===== config.mk =====
export PLATFORM = sky130hd
export DESIGN_NAME = mem_arbiter_flat
export DESIGN_NICKNAME = d
export VERILOG_FILES = /design/src/rtl/mem_arbiter_if.sv /design/src/rtl/mem_arbiter.sv /design/src/flat_wrapper.sv
export SDC_FILE = /design/constraint.sdc
export NUM_CORES = 1
export LEC_CHECK = 0
export CORE_MARGIN = 4
export CORE_UTILIZATION = 32
export CTS_CLUSTER_DIAMETER = 50
export DETAILED_ROUTE_END_ITERATION = 8
export PLACE_DENSITY_LB_ADDON = 0.05
export SLEW_MARGIN = 20
export SYNTH_ARGS = -nofsm -noshare
export SYNTH_HDL_FRONTEND = slang
export SYNTH_SLANG_ARGS = --single-unit

===== constraint.sdc =====
create_clock -name clk -period 2.1 [get_ports clk]
set_input_delay 0.525 -clock clk [delete_from_list [all_inputs] [get_ports clk]]
set_output_delay 0.525 -clock clk [all_outputs]
set_load 0.02 [all_outputs]

===== src/rtl/mem_arbiter_if.sv =====
// mem_arbiter_if: minuteCore fetch/data request ports plus the shared external memory bus.
interface mem_arbiter_if #(parameter int ADDR_W = 32, parameter int DATA_W = 32);
  logic [ADDR_W-1:0] imem_rd_addr;
  logic              imem_rd_enable;
  logic [DATA_W-1:0] imem_rd_data;
  logic              imem_rd_ready;
  logic [ADDR_W-1:0] dmem_addr;
  logic              dmem_r_enable;
  logic              dmem_w_enable;
  logic [1:0]        dmem_w_size;
  logic [DATA_W-1:0] dmem_w_data;
  logic [DATA_W-1:0] dmem_r_data;
  logic              dmem_ready;
  logic              bus_req;
  logic              bus_we;
  logic [ADDR_W-1:0] bus_addr;
  logic [1:0]        bus_w_size;
  logic [DATA_W-1:0] bus_w_data;
  logic [DATA_W-1:0] bus_r_data;
  logic              bus_ack;
  modport slave (
    input  imem_rd_addr, imem_rd_enable, dmem_addr, dmem_r_enable, dmem_w_enable,
           dmem_w_size, dmem_w_data, bus_r_data, bus_ack,
    output imem_rd_data, imem_rd_ready, dmem_r_data, dmem_ready,
           bus_req, bus_we, bus_addr, bus_w_size, bus_w_data
  );
  modport master (
    output imem_rd_addr, imem_rd_enable, dmem_addr, dmem_r_enable, dmem_w_enable,
           dmem_w_size, dmem_w_data, bus_r_data, bus_ack,
    input  imem_rd_data, imem_rd_ready, dmem_r_data, dmem_ready,
           bus_req, bus_we, bus_addr, bus_w_size, bus_w_data
  );
endinterface


===== src/rtl/mem_arbiter.sv =====
// mem_arbiter: serves fetch and data ports one transaction at a time over a single bus.
// MEM_ARB_RR_EN selects round-robin arbitration; otherwise the data port always wins.
module mem_arbiter #(
  parameter int ADDR_W = 32,
  parameter int DATA_W = 32
) (
  input logic clk,
  input logic reset,
  mem_arbiter_if.slave mif
);
  typedef enum logic [1:0] {IDLE, BUSY_I, BUSY_D} state_t;
  state_t state, next;
  logic i_elig, d_elig, d_wins, grant_i, grant_d, done;
  // A requester whose ready is high is still holding the request just completed.
  assign i_elig = mif.imem_rd_enable && !mif.imem_rd_ready;
  assign d_elig = (mif.dmem_r_enable || mif.dmem_w_enable) && !mif.dmem_ready;
`ifdef MEM_ARB_RR_EN
  logic last_d;
  assign d_wins = !i_elig || !last_d;
  always_ff @(posedge clk) last_d <= reset ? 1'b0 : grant_d ? 1'b1 : grant_i ? 1'b0 : last_d;
`else
  assign d_wins = 1'b1;
`endif
  always_ff @(posedge clk) state <= reset ? IDLE : next;
  always_comb begin
    grant_d = state == IDLE && d_elig && d_wins;
    grant_i = state == IDLE && i_elig && !grant_d;
    done = state != IDLE && mif.bus_ack;
    next = grant_d ? BUSY_D : grant_i ? BUSY_I : done ? IDLE : state;
  end
  always_ff @(posedge clk) begin
    if (reset) begin
      mif.bus_req <= 1'b0;
      mif.bus_we <= 1'b0;
      mif.bus_addr <= {ADDR_W{1'b0}};
      mif.bus_w_size <= 2'd0;
      mif.bus_w_data <= {DATA_W{1'b0}};
      mif.imem_rd_data <= {DATA_W{1'b0}};
      mif.imem_rd_ready <= 1'b0;
      mif.dmem_r_data <= {DATA_W{1'b0}};
      mif.dmem_ready <= 1'b0;
    end else begin
      mif.imem_rd_ready <= done && state == BUSY_I;
      mif.dmem_ready <= done && state == BUSY_D;
      if (grant_d || grant_i) begin
        mif.bus_req <= 1'b1;
        mif.bus_we <= grant_d && mif.dmem_w_enable;
        mif.bus_addr <= grant_d ? mif.dmem_addr : mif.imem_rd_addr;
        mif.bus_w_size <= grant_d ? mif.dmem_w_size : 2'd0;
        mif.bus_w_data <= grant_d ? mif.dmem_w_data : {DATA_W{1'b0}};
      end else if (done) begin
        mif.bus_req <= 1'b0;
      end
      if (done && state == BUSY_I) mif.imem_rd_data <= mif.bus_r_data;
      if (done && state == BUSY_D && !mif.bus_we) mif.dmem_r_data <= mif.bus_r_data;
    end
  end
endmodule


===== src/flat_wrapper.sv =====
// flat-port wrapper written by rule: the top's interface ports become plain ports
module mem_arbiter_flat 
#(
  parameter int ADDR_W = 32,
  parameter int DATA_W = 32
)
  (clk, reset, mif_imem_rd_addr, mif_imem_rd_enable, mif_dmem_addr, mif_dmem_r_enable, mif_dmem_w_enable, mif_dmem_w_size, mif_dmem_w_data, mif_bus_r_data, mif_bus_ack, mif_imem_rd_data, mif_imem_rd_ready, mif_dmem_r_data, mif_dmem_ready, mif_bus_req, mif_bus_we, mif_bus_addr, mif_bus_w_size, mif_bus_w_data);
  mem_arbiter_if #(.ADDR_W(ADDR_W), .DATA_W(DATA_W)) mif_i ();
  input logic clk;
  input logic reset;
  input wire logic [$bits(mif_i.imem_rd_addr)-1:0] mif_imem_rd_addr;
  input wire logic [$bits(mif_i.imem_rd_enable)-1:0] mif_imem_rd_enable;
  input wire logic [$bits(mif_i.dmem_addr)-1:0] mif_dmem_addr;
  input wire logic [$bits(mif_i.dmem_r_enable)-1:0] mif_dmem_r_enable;
  input wire logic [$bits(mif_i.dmem_w_enable)-1:0] mif_dmem_w_enable;
  input wire logic [$bits(mif_i.dmem_w_size)-1:0] mif_dmem_w_size;
  input wire logic [$bits(mif_i.dmem_w_data)-1:0] mif_dmem_w_data;
  input wire logic [$bits(mif_i.bus_r_data)-1:0] mif_bus_r_data;
  input wire logic [$bits(mif_i.bus_ack)-1:0] mif_bus_ack;
  output wire logic [$bits(mif_i.imem_rd_data)-1:0] mif_imem_rd_data;
  output wire logic [$bits(mif_i.imem_rd_ready)-1:0] mif_imem_rd_ready;
  output wire logic [$bits(mif_i.dmem_r_data)-1:0] mif_dmem_r_data;
  output wire logic [$bits(mif_i.dmem_ready)-1:0] mif_dmem_ready;
  output wire logic [$bits(mif_i.bus_req)-1:0] mif_bus_req;
  output wire logic [$bits(mif_i.bus_we)-1:0] mif_bus_we;
  output wire logic [$bits(mif_i.bus_addr)-1:0] mif_bus_addr;
  output wire logic [$bits(mif_i.bus_w_size)-1:0] mif_bus_w_size;
  output wire logic [$bits(mif_i.bus_w_data)-1:0] mif_bus_w_data;
  assign mif_i.imem_rd_addr = mif_imem_rd_addr;
  assign mif_i.imem_rd_enable = mif_imem_rd_enable;
  assign mif_i.dmem_addr = mif_dmem_addr;
  assign mif_i.dmem_r_enable = mif_dmem_r_enable;
  assign mif_i.dmem_w_enable = mif_dmem_w_enable;
  assign mif_i.dmem_w_size = mif_dmem_w_size;
  assign mif_i.dmem_w_data = mif_dmem_w_data;
  assign mif_i.bus_r_data = mif_bus_r_data;
  assign mif_i.bus_ack = mif_bus_ack;
  assign mif_imem_rd_data = mif_i.imem_rd_data;
  assign mif_imem_rd_ready = mif_i.imem_rd_ready;
  assign mif_dmem_r_data = mif_i.dmem_r_data;
  assign mif_dmem_ready = mif_i.dmem_ready;
  assign mif_bus_req = mif_i.bus_req;
  assign mif_bus_we = mif_i.bus_we;
  assign mif_bus_addr = mif_i.bus_addr;
  assign mif_bus_w_size = mif_i.bus_w_size;
  assign mif_bus_w_data = mif_i.bus_w_data;
  mem_arbiter #(.ADDR_W(ADDR_W), .DATA_W(DATA_W)) u_core (.clk(clk), .reset(reset), .mif(mif_i));
endmodule

==> impl_results.rst <==
.. list-table::
   :header-rows: 1

   * - Metric
     - Value
   * - Outcome
     - complete, no violations
   * - Post-CTS setup buffers
     - 0
   * - Total non-filler cell area in the finished layout
     - 9110 um^2
   * - Net total in the final layout
     - 1033
   * - Area grow syn2layout
     - 66.6%
   * - Mean instance size in the synthesized netlist
     - 8.40 um^2
   * - TritonCTS Sinks
     - 136
   * - Number of antenna violations at the first check in global routing
     - 0
   * - Element type at the critical path start
     - flop
   * - Sum of net half-perimeters after detailed placement
     - 13.2 mm
   * - Remaining global-route overflow
     - 0
   * - Most frequently used flop master after synthesis
     - sky130_fd_sc_hd__dfxtp_1
   * - Synth cell types
     - 28
   * - Number of maximum-capacitance violations
     - 0
   * - Share of the clock period used by the worst path
     - 0.971
   * - Highest attainable clock frequency
     - 490 MHz
   * - Cell area after placement
     - 8490 um^2
   * - Chip height
     - 139 um
   * - Root buffer selected by CTS
     - sky130_fd_sc_hd__clkbuf_16
   * - Core area
     - 16600 um^2
   * - Number of failing setup endpoints in the final timing report
     - 0
   * - Post-layout worst setup margin
     - 0.0608 ns
   * - Post-synthesis async set-or-reset flop share
     - 0
   * - Overall routed net length
     - 19.1 mm
   * - Final antenna diode count
     - 0
   * - Type of the setup path with the least slack
     - flop to primary output
   * - Post-synthesis sequential area ratio
     - 0.498
   * - Largest buffer count on any clock path
     - 2
   * - WP data required
     - 1.57 ns
   * - Overall power consumption
     - 7810 uW
   * - Placed insts
     - 1098
   * - Area contributors post-synth
     - sky130_fd_sc_hd__dfxtp_1, sky130_fd_sc_hd__nand2_1, sky130_fd_sc_hd__a21oi_1
   * - #FFs+latches synth
     - 136
   * - Clock latency reported for the late side of the worst-skew pair
     - 0.42 ns
   * - Worst Path Buf+Inv
     - 1
   * - Slew Viols, Final
     - 0
   * - Starting DRT DRC Count
     - 266
   * - Number of buffers added on ports
     - 269
   * - Standby leakage power
     - 0.00318 uW
   * - DRC Markers
     - 0
   * - Most frequently used cell type in the post-synthesis netlist
     - sky130_fd_sc_hd__nand2_1
   * - TritonCTS clock tree
     - done
   * - Area of the die
     - 19200 um^2
   * - Vias
     - 5560
   * - Pre-CTS worst setup slack
     - 0.0383 ns
   * - Number of hold-repair buffers added at the cts stage
     - 0
   * - Fraction of post-synthesis cell area in the top cell type by area
     - 0.498
   * - Setup TNS Final
     - 0 ns
   * - Count of warnings emitted by yosys
     - 0
   * - RSZ-0062 raised after global routing
     - false
   * - Family of cells with the greatest summed delay on the critical path
     - buffers and inverters
   * - Largest incremental delay on the critical path
     - 0.68 ns
   * - Total count of hold-check failures in the final report
     - 0
   * - Wire length of the first global-routing pass
     - 30.3 mm
   * - Largest net degree at the start of global routing
     - 58
   * - Average via count per standard cell
     - 4.92
   * - Starting Density
     - 0.328
   * - Total clock buffers created by CTS
     - 17
   * - Worst rel slew slack
     - 0.630
   * - Transition at the pin with the smallest max-transition slack
     - 0.555 ns
   * - Clock period minus worst slack
     - 2.04 ns
   * - Crit end category
     - primary output
   * - Ports
     - 270
   * - CP Data Arrival Time
     - 1.51 ns
   * - H-Tree Level Count
     - 4
   * - Placer's final routability congestion estimate
     - 0.794
   * - Cell-by-cell trace of the critical path
     - clkdlybuf4s50_1
   * - FP Rows
     - 47
   * - Path class of the lowest-slack min-delay path
     - flop to flop
   * - PwrDens
     - 857 nW/um^2
   * - Synthesized netlist cell count
     - 651
   * - Critical path peak fanout
     - 3
   * - Top cell type by total area after synthesis
     - sky130_fd_sc_hd__dfxtp_1
   * - Synthesized area
     - 5470 um^2
   * - Reg clk slew, reported paths
     - 0.06 ns
   * - EDFF count, synth
     - 0
   * - Number of nets in the synthesized netlist
     - 787
   * - Die W
     - 139 um
   * - Top cell types by occurrence after synthesis
     - sky130_fd_sc_hd__nand2_1, sky130_fd_sc_hd__dfxtp_1, sky130_fd_sc_hd__a21oi_1, sky130_fd_sc_hd__clkbuf_1, sky130_fd_sc_hd__nand3_1
   * - Clock tree skew after final layout
     - 0.00975 ns
   * - Max stage delay cell, worst path
     - sky130_fd_sc_hd__clkdlybuf4s50_1
   * - Number of global-route vias before repair
     - 5560
   * - Maximum vdd ir drop
     - 0.507 mV
   * - Fraction of layout cells with a size suffix above 1
     - 0.107
   * - Overall fraction of global-route tracks in use
     - 0.192
   * - Detailed Routing Iterations Pass 1
     - 4
   * - Average detailed-routed wire length per instance
     - 16.9 um
   * - Number of cells in the finished layout apart from fillers
     - 1130
   * - Post-route antenna net violation count
     - 0
state kept, by name, summed over array words and instances, names as in the netlist:
| signal | cells |
|---|---|
| u_core.mif.imem_rd_ready | 1 |
| u_core.mif.bus_w_data | 32 |
| u_core.mif.bus_w_size | 2 |
| u_core.mif.dmem_r_data | 32 |
| u_core.state | 2 |
| u_core.mif.bus_we | 1 |
| u_core.mif.imem_rd_data | 32 |
| u_core.mif.bus_addr | 32 |
| u_core.mif.dmem_ready | 1 |
| u_core.mif.bus_req | 1 |
cell families after synthesis:
group | Yosys count | share of synthesized area
AND/OR/NAND/NOR | 275 | 0.218
AO/OA/AOI/OAI | 171 | 0.224
buffers and inverters | 69 | 0.0604
flip-flops | 136 | 0.498
power by group:
part           total (uW)  internal (uW)  switching, uW
Combinational        1820            864            953
Clock                3080           1910           1170
Sequential           2910           2790            123
final cells by class:
| type | instances | area, um^2 |
|---|---|---|
| Timing Repair Buffer | 295 | 3050 |
| Fill cell | 1493 | 7540 |
| Multi-Input combinational cell | 446 | 2440 |
| Inverter | 1 | 3.75 |
| Sequential cell | 136 | 2720 |
| Clock inverter | 13 | 170 |
| Clock buffer | 19 | 443 |
| Tap cell | 220 | 275 |
metrics by stage:
stage          utilization  hold WS (ns)
6_report             0.547         0.454
5_1_grt              0.547         0.469
4_1_cts              0.547         0.458
3_5_place_dp         0.510         0.449
3_3_place_gp         0.510         0.442
2_1_floorplan            -         0.534
cell usage in the layout, fill, tap and decap left out, types with 2 or more instances in the layout:
| master | netlist | layout |
|---|---|---|
| sky130_fd_sc_hd__inv_6 | 0 | 3 |
| sky130_fd_sc_hd__nand2b_1 | 2 | 2 |
| sky130_fd_sc_hd__clkbuf_16 | 0 | 17 |
| sky130_fd_sc_hd__clkdlybuf4s50_1 | 0 | 267 |
| sky130_fd_sc_hd__buf_4 | 1 | 14 |
| sky130_fd_sc_hd__a311oi_1 | 32 | 32 |
| sky130_fd_sc_hd__dfxtp_1 | 136 | 136 |
| sky130_fd_sc_hd__nor3_1 | 33 | 33 |
| sky130_fd_sc_hd__o211ai_1 | 5 | 5 |
| sky130_fd_sc_hd__nand3_1 | 34 | 34 |
| sky130_fd_sc_hd__buf_12 | 0 | 13 |
| sky130_fd_sc_hd__a21oi_1 | 102 | 102 |
| sky130_fd_sc_hd__bufinv_16 | 0 | 3 |
| sky130_fd_sc_hd__o211ai_2 | 30 | 30 |
| sky130_fd_sc_hd__nand2_1 | 194 | 194 |
| sky130_fd_sc_hd__clkinvlp_4 | 0 | 6 |
timing repair:
| item | CTS | global route |
|---|---|---|
| gates resized for setup | 0 | 1 |
| endpoints found under the setup margin | 0 | 1 |
| hold endpoints to repair | 0 | 0 |
metal layers:
metal,wire [um],vias up,GRT usage,share of wire
li1,-,2757,-,-
met1,8270,2559,0.238,0.43
met2,8800,214,0.306,0.46
met3,1610,30,0.0741,0.084
met4,409,0,0.0685,0.021
met5,0,-,0,0
final timing paths:
path / startpoint / slack [ns] / cells past startpoint / endpoint
max: u_core.mif.imem_rd_ready$_SDFF_PP0_ / 0.06 / 1 / mif_imem_rd_ready
min: u_core.mif.imem_rd_data[20]$_SDFFE_PP0P_ / 0.45 / 2 / u_core.mif.imem_rd_data[20]$_SDFFE_PP0P_
max reg2reg: u_core.state[0]$_SDFFE_PP0P_ / 0.32 / 4 / u_core.mif.bus_addr[25]$_SDFFE_PP0P_
min reg2reg: u_core.mif.imem_rd_data[20]$_SDFFE_PP0P_ / 0.45 / 2 / u_core.mif.imem_rd_data[20]$_SDFFE_PP0P_
No activity file was read; power rests on OpenSTA's default activity.
